### src/rtl/pipe_wb_regfile_pkg.sv
// pipe_wb_regfile_pkg
//   Shared sizing constants for the write-back stage register file.
//   NREGS   : number of architectural registers (r0 is hard-wired to zero)
//   XLEN    : data width
//   RADDR_W : register address width
//   ZERO_REG: index of the hard-wired zero register
package pipe_wb_regfile_pkg;

    localparam int NREGS   = 32;
    localparam int XLEN    = 32;
    localparam int RADDR_W = 5;

    localparam logic [RADDR_W-1:0] ZERO_REG = '0;

    // A write-back only takes effect when enabled and aimed at a real register.
    function automatic logic wb_active(input logic wreg, input logic [RADDR_W-1:0] rn);
        return wreg && (rn != ZERO_REG);
    endfunction

endpackage

### src/rtl/regfile_2r1w.sv
// regfile_2r1w
//   Register storage: one write port, two pipeline read ports and one debug
//   read port. Reads are combinational and return stored contents only.
//   Ports:
//     clk, rst         : clock, asynchronous active-low reset (clears r1..r31)
//     we, waddr, wdata : write port, sampled on the rising edge
//     ra_a/ra_b/ra_d   : read addresses for port A, port B and debug
//     qa/qb/qd         : read data (r0 always reads zero)
module regfile_2r1w
    import pipe_wb_regfile_pkg::*;
(
    input  logic               clk,
    input  logic               rst,
    input  logic               we,
    input  logic [RADDR_W-1:0] waddr,
    input  logic [XLEN-1:0]    wdata,
    input  logic [RADDR_W-1:0] ra_a,
    input  logic [RADDR_W-1:0] ra_b,
    input  logic [RADDR_W-1:0] ra_d,
    output logic [XLEN-1:0]    qa,
    output logic [XLEN-1:0]    qb,
    output logic [XLEN-1:0]    qd
);

    // r0 has no storage; its reads are decoded to zero.
    logic [XLEN-1:0] regs [1:NREGS-1];

    always_ff @(posedge clk or negedge rst) begin
        if (!rst) begin
            for (int i = 1; i < NREGS; i++) begin
                regs[i] <= '0;
            end
        end else if (we && (waddr != ZERO_REG)) begin
            regs[waddr] <= wdata;
        end
    end

    function automatic logic [XLEN-1:0] rd(input logic [RADDR_W-1:0] a);
        return (a == ZERO_REG) ? '0 : regs[a];
    endfunction

    assign qa = rd(ra_a);
    assign qb = rd(ra_b);
    assign qd = rd(ra_d);

endmodule

### src/rtl/pipe_wb_regfile.sv
// pipe_wb_regfile
//   Write-back stage plus register file. Selects the write-back value,
//   commits it to the register file, bypasses it onto the decode-stage read
//   ports when the addresses match, and counts committed writes.
//   Ports:
//     clk, rst             : clock, asynchronous active-low reset
//     i_wreg, i_m2reg      : write enable, result select (1 = memory data)
//     i_mo, i_alu, i_rn    : memory data, ALU result, destination register
//     i_rs, i_rt           : decode read addresses for ports A and B
//     o_qa, o_qb           : read data with write-back bypass
//     o_wdata              : selected write-back value (for forwarding)
//     i_dbg_rn, o_dbg_q    : debug read, stored contents only
//     o_wbcnt              : number of committed register writes (wraps)
module pipe_wb_regfile
    import pipe_wb_regfile_pkg::*;
(
    input  logic               clk,
    input  logic               rst,
    input  logic               i_wreg,
    input  logic               i_m2reg,
    input  logic [XLEN-1:0]    i_mo,
    input  logic [XLEN-1:0]    i_alu,
    input  logic [RADDR_W-1:0] i_rn,
    input  logic [RADDR_W-1:0] i_rs,
    input  logic [RADDR_W-1:0] i_rt,
    output logic [XLEN-1:0]    o_qa,
    output logic [XLEN-1:0]    o_qb,
    output logic [XLEN-1:0]    o_wdata,
    input  logic [RADDR_W-1:0] i_dbg_rn,
    output logic [XLEN-1:0]    o_dbg_q,
    output logic [XLEN-1:0]    o_wbcnt
);

    logic            commit;
    logic [XLEN-1:0] stored_a;
    logic [XLEN-1:0] stored_b;
    logic [XLEN-1:0] wbcnt_q;

    assign o_wdata = i_m2reg ? i_mo : i_alu;
    assign commit  = wb_active(i_wreg, i_rn);

    regfile_2r1w u_rf (
        .clk   (clk),
        .rst   (rst),
        .we    (commit),
        .waddr (i_rn),
        .wdata (o_wdata),
        .ra_a  (i_rs),
        .ra_b  (i_rt),
        .ra_d  (i_dbg_rn),
        .qa    (stored_a),
        .qb    (stored_b),
        .qd    (o_dbg_q)
    );

    // Write-then-read in the same cycle: the decode stage sees the value
    // being written now. Deliberately not gated by rst, so forwarding stays
    // live from the inputs even while storage is held in reset.
    assign o_qa = (commit && (i_rn == i_rs)) ? o_wdata : stored_a;
    assign o_qb = (commit && (i_rn == i_rt)) ? o_wdata : stored_b;

    always_ff @(posedge clk or negedge rst) begin
        if (!rst) begin
            wbcnt_q <= '0;
        end else if (commit) begin
            wbcnt_q <= wbcnt_q + 1'b1;
        end
    end

    assign o_wbcnt = wbcnt_q;

endmodule

### config.mk
export PLATFORM = sky130hd
export DESIGN_NAME = pipe_wb_regfile
export DESIGN_NICKNAME = d
export VERILOG_FILES = /design/src/rtl/pipe_wb_regfile_pkg.sv /design/src/rtl/regfile_2r1w.sv /design/src/rtl/pipe_wb_regfile.sv
export SDC_FILE = /design/constraint.sdc
export NUM_CORES = 2
export LEC_CHECK = 0
export ABC_CLOCK_PERIOD_IN_PS = 3200
export CAP_MARGIN = 10
export CORE_MARGIN = 5
export CORE_UTILIZATION = 55
export CTS_CLUSTER_SIZE = 25
export DETAILED_ROUTE_END_ITERATION = 10
export DONT_BUFFER_PORTS = 1
export PLACE_DENSITY = 0.7
export SYNTH_ARGS = -nofsm -noshare
export SYNTH_HDL_FRONTEND = slang
export SYNTH_SLANG_ARGS = --single-unit
### constraint.sdc
create_clock -name clk -period 3.2 [get_ports clk]
set_input_delay 0.32 -clock clk [delete_from_list [all_inputs] [get_ports clk]]
set_output_delay 0.32 -clock clk [all_outputs]
set_load 0.01 [all_outputs]
==> impl_metrics.env <==
export IMPL_outcome="complete, but fails checks"
export IMPL_violations="hold timing, slew limit, setup timing"
export IMPL_clock_path_buffers=3
export IMPL_cts_root_buffer="clkbuf_16"
export IMPL_clk_pin_slew_ns=0.06
export IMPL_end_kind="async pin"
export IMPL_worst_slack_ns=-0.918
export IMPL_max_freq_mhz=243
export IMPL_post_cts_resize_count=0
export IMPL_rows=122
export IMPL_port_buffers=0
export IMPL_period_share=1.29
export IMPL_post_drt_via_cell_ratio=7.17
export IMPL_grt_max_degree=1025
export IMPL_coreArea_sq_um=110000
export IMPL_clkLatencyLatePin_ns=0.73
export IMPL_ant_nets=0
export IMPL_hold_buffers=36
export IMPL_io_pins=248
export IMPL_fin_worst_skew_ns=0.0238
export IMPL_multiInputGateArea_sq_um=33400
export IMPL_synth_edf_count=0
export IMPL_nets=5057
export IMPL_cts_buffers=112
export IMPL_power_mw=42.9
export IMPL_cts_setup_buffers=0
export IMPL_maxCapViolCount=0
export IMPL_ys_warn_count=0
export IMPL_routed_wl_mm=202
export IMPL_ir_drop_uv=475
export IMPL_critical_path_arrival_ns=3.42
export IMPL_post_synth_top_count_cell="dfrtp_1"
export IMPL_gp_congestion=0.894
export IMPL_p_per_area_nw_per_um2=645
export IMPL_fillers=8568
export IMPL_dieArea_sq_um=118000
export IMPL_worstMarginPinSlew_ns=6.21
export IMPL_hpwl_mm=109
export IMPL_p_leak_nw=26.9
export IMPL_grt_pass1_vias=46170
export IMPL_clock_sinks=1024
export IMPL_syn_area_per_cell_sq_um=11.5
export IMPL_async_flop_share=1.00
export IMPL_tns_ns=-265.71
export IMPL_grt_usage=0.342
export IMPL_placedCellCount=6306
export IMPL_crit_fanout=1024
export IMPL_cp_required_ns=2.50
export IMPL_overflow=0
export IMPL_antenna_found_initial=4
export IMPL_dr_pass1_iters=9
export IMPL_seq_area_sq_um=25600
export IMPL_synth_fp_nets=5388
export IMPL_die_h_um=343
export IMPL_rsz0062_at_grt="false"
export IMPL_drive_above_1_share=0.269
export IMPL_setup_viol=520
export IMPL_area_delta_synth_final_pct=9.04
export IMPL_synth_area_leader_cell="dfrtp_1"
export IMPL_cts_tree="built"
export IMPL_holdWs_ns=-0.640
export IMPL_start_util=0.553
export IMPL_ys_seq_area_frac=0.420
export IMPL_routedWlPerCell_um=30.8
export IMPL_synth_distinct_cells=43
export IMPL_fin_cells=6555
export IMPL_maxSlewHeadroom=-3.14
export IMPL_grt_pass1_wl_mm=303
export IMPL_die_x_um=343
export IMPL_drc=0
export IMPL_cts_max_level=3
export IMPL_path_class="primary input to async pin"
export IMPL_slew_violations=944
export IMPL_synth_top_area_share=0.420
export IMPL_synthesis_area_sq_um=61000
export IMPL_finalHoldViolations=144
export IMPL_vias=46989
export IMPL_ys_ff_latch=1024
export IMPL_drtIter0Drc=6576
export IMPL_yosys_most_used_dff="dfrtp_1"
export IMPL_start_kind="primary input"
export IMPL_hp_class="primary input to async pin"
export IMPL_synthesis_instances=5299
export IMPL_synthTopCellsByArea="dfrtp_1 42%, mux4_2 27%, o21ai_0 5.5%"
export IMPL_post_route_min_period_ns=4.12
export IMPL_synth_top_cells_by_count="1024 x dfrtp_1, 736 x mux4_2, 668 x o21ai_0, 644 x nand2_1, 432 x clkbuf_1"
## path summary, 6_finish.rpt
check	from	end	slack, ns	cells after the start
max	rst	o_wbcnt[24]	-0.92	0
min	rst	u_rf.regs[504]	-0.64	0
max reg2reg	o_wbcnt[0]	o_wbcnt[22]	1.23	6
min reg2reg	u_rf.regs[701]	u_rf.regs[701]	0.52	2
max in group clk	u_rf.regs[338]	o_qb[18]	0.17	5
min in group clk	i_m2reg	u_rf.regs[141]	0.02	2
## final cells by class
cell class / instances / area share
diodes: 2 / 0.0000752
flip-flops and latches: 1024 / 0.385
well taps: 1488 / 0.0280
repair buffers: 139 / 0.0210
clock buffers: 156 / 0.0485
multi-input cells: 3657 / 0.503
inverters: 34 / 0.00192
clock inverters: 55 / 0.0128
## power by group
group          internal, mW  switching, mW
Sequential             15.7           2.78
Combinational          5.92           4.25
Clock                  8.65           5.65
## kinds of logic after synthesis
logic type	after synthesis	share of synthesized area
AO/OA/AOI/OAI	1345	0.125
AND/OR/NAND/NOR	1237	0.0816
multiplexers	1033	0.326
flip-flops	1024	0.420
buffers and inverters	618	0.0413
XOR/XNOR	41	0.00589
adder cells (fa/ha/maj)	1	0.000205
## registers in the layout, indices dropped and copies added, names as in the netlist
signal	count
u_rf.regs	992
o_wbcnt	32
## per-stage QoR
step           cell area (sq um)  utilization  setup slack [ns]
6_report                   66500        0.603            -0.918
5_1_grt                    66500        0.603             0.159
4_1_cts                    66500        0.603             0.194
3_5_place_dp               62100        0.563             0.573
3_3_place_gp               62100        0.563             0.572
2_1_floorplan              61000            -             0.648
## placed cells by master (no fill, tap or decap), drive strengths merged, types with 66 or more instances in the layout
master | synthesis | final
a21oi | 384 | 384
clkbuf | 432 | 156
o21ai | 671 | 671
nor2 | 405 | 405
mux4 | 736 | 736
buf | 152 | 103
mux2 | 255 | 255
dfrtp | 1024 | 1024
nand3 | 139 | 139
nand2 | 644 | 644
o211ai | 66 | 66
## per-layer routing
layer,track usage,vias up,part of all wire
met2,0.503,3088,0.44
li1,-,19286,-
met1,0.472,23942,0.37
met3,0.109,671,0.13
met5,0,-,0.000055
met4,0.156,2,0.054
No activity file was read; power rests on OpenSTA's default activity.
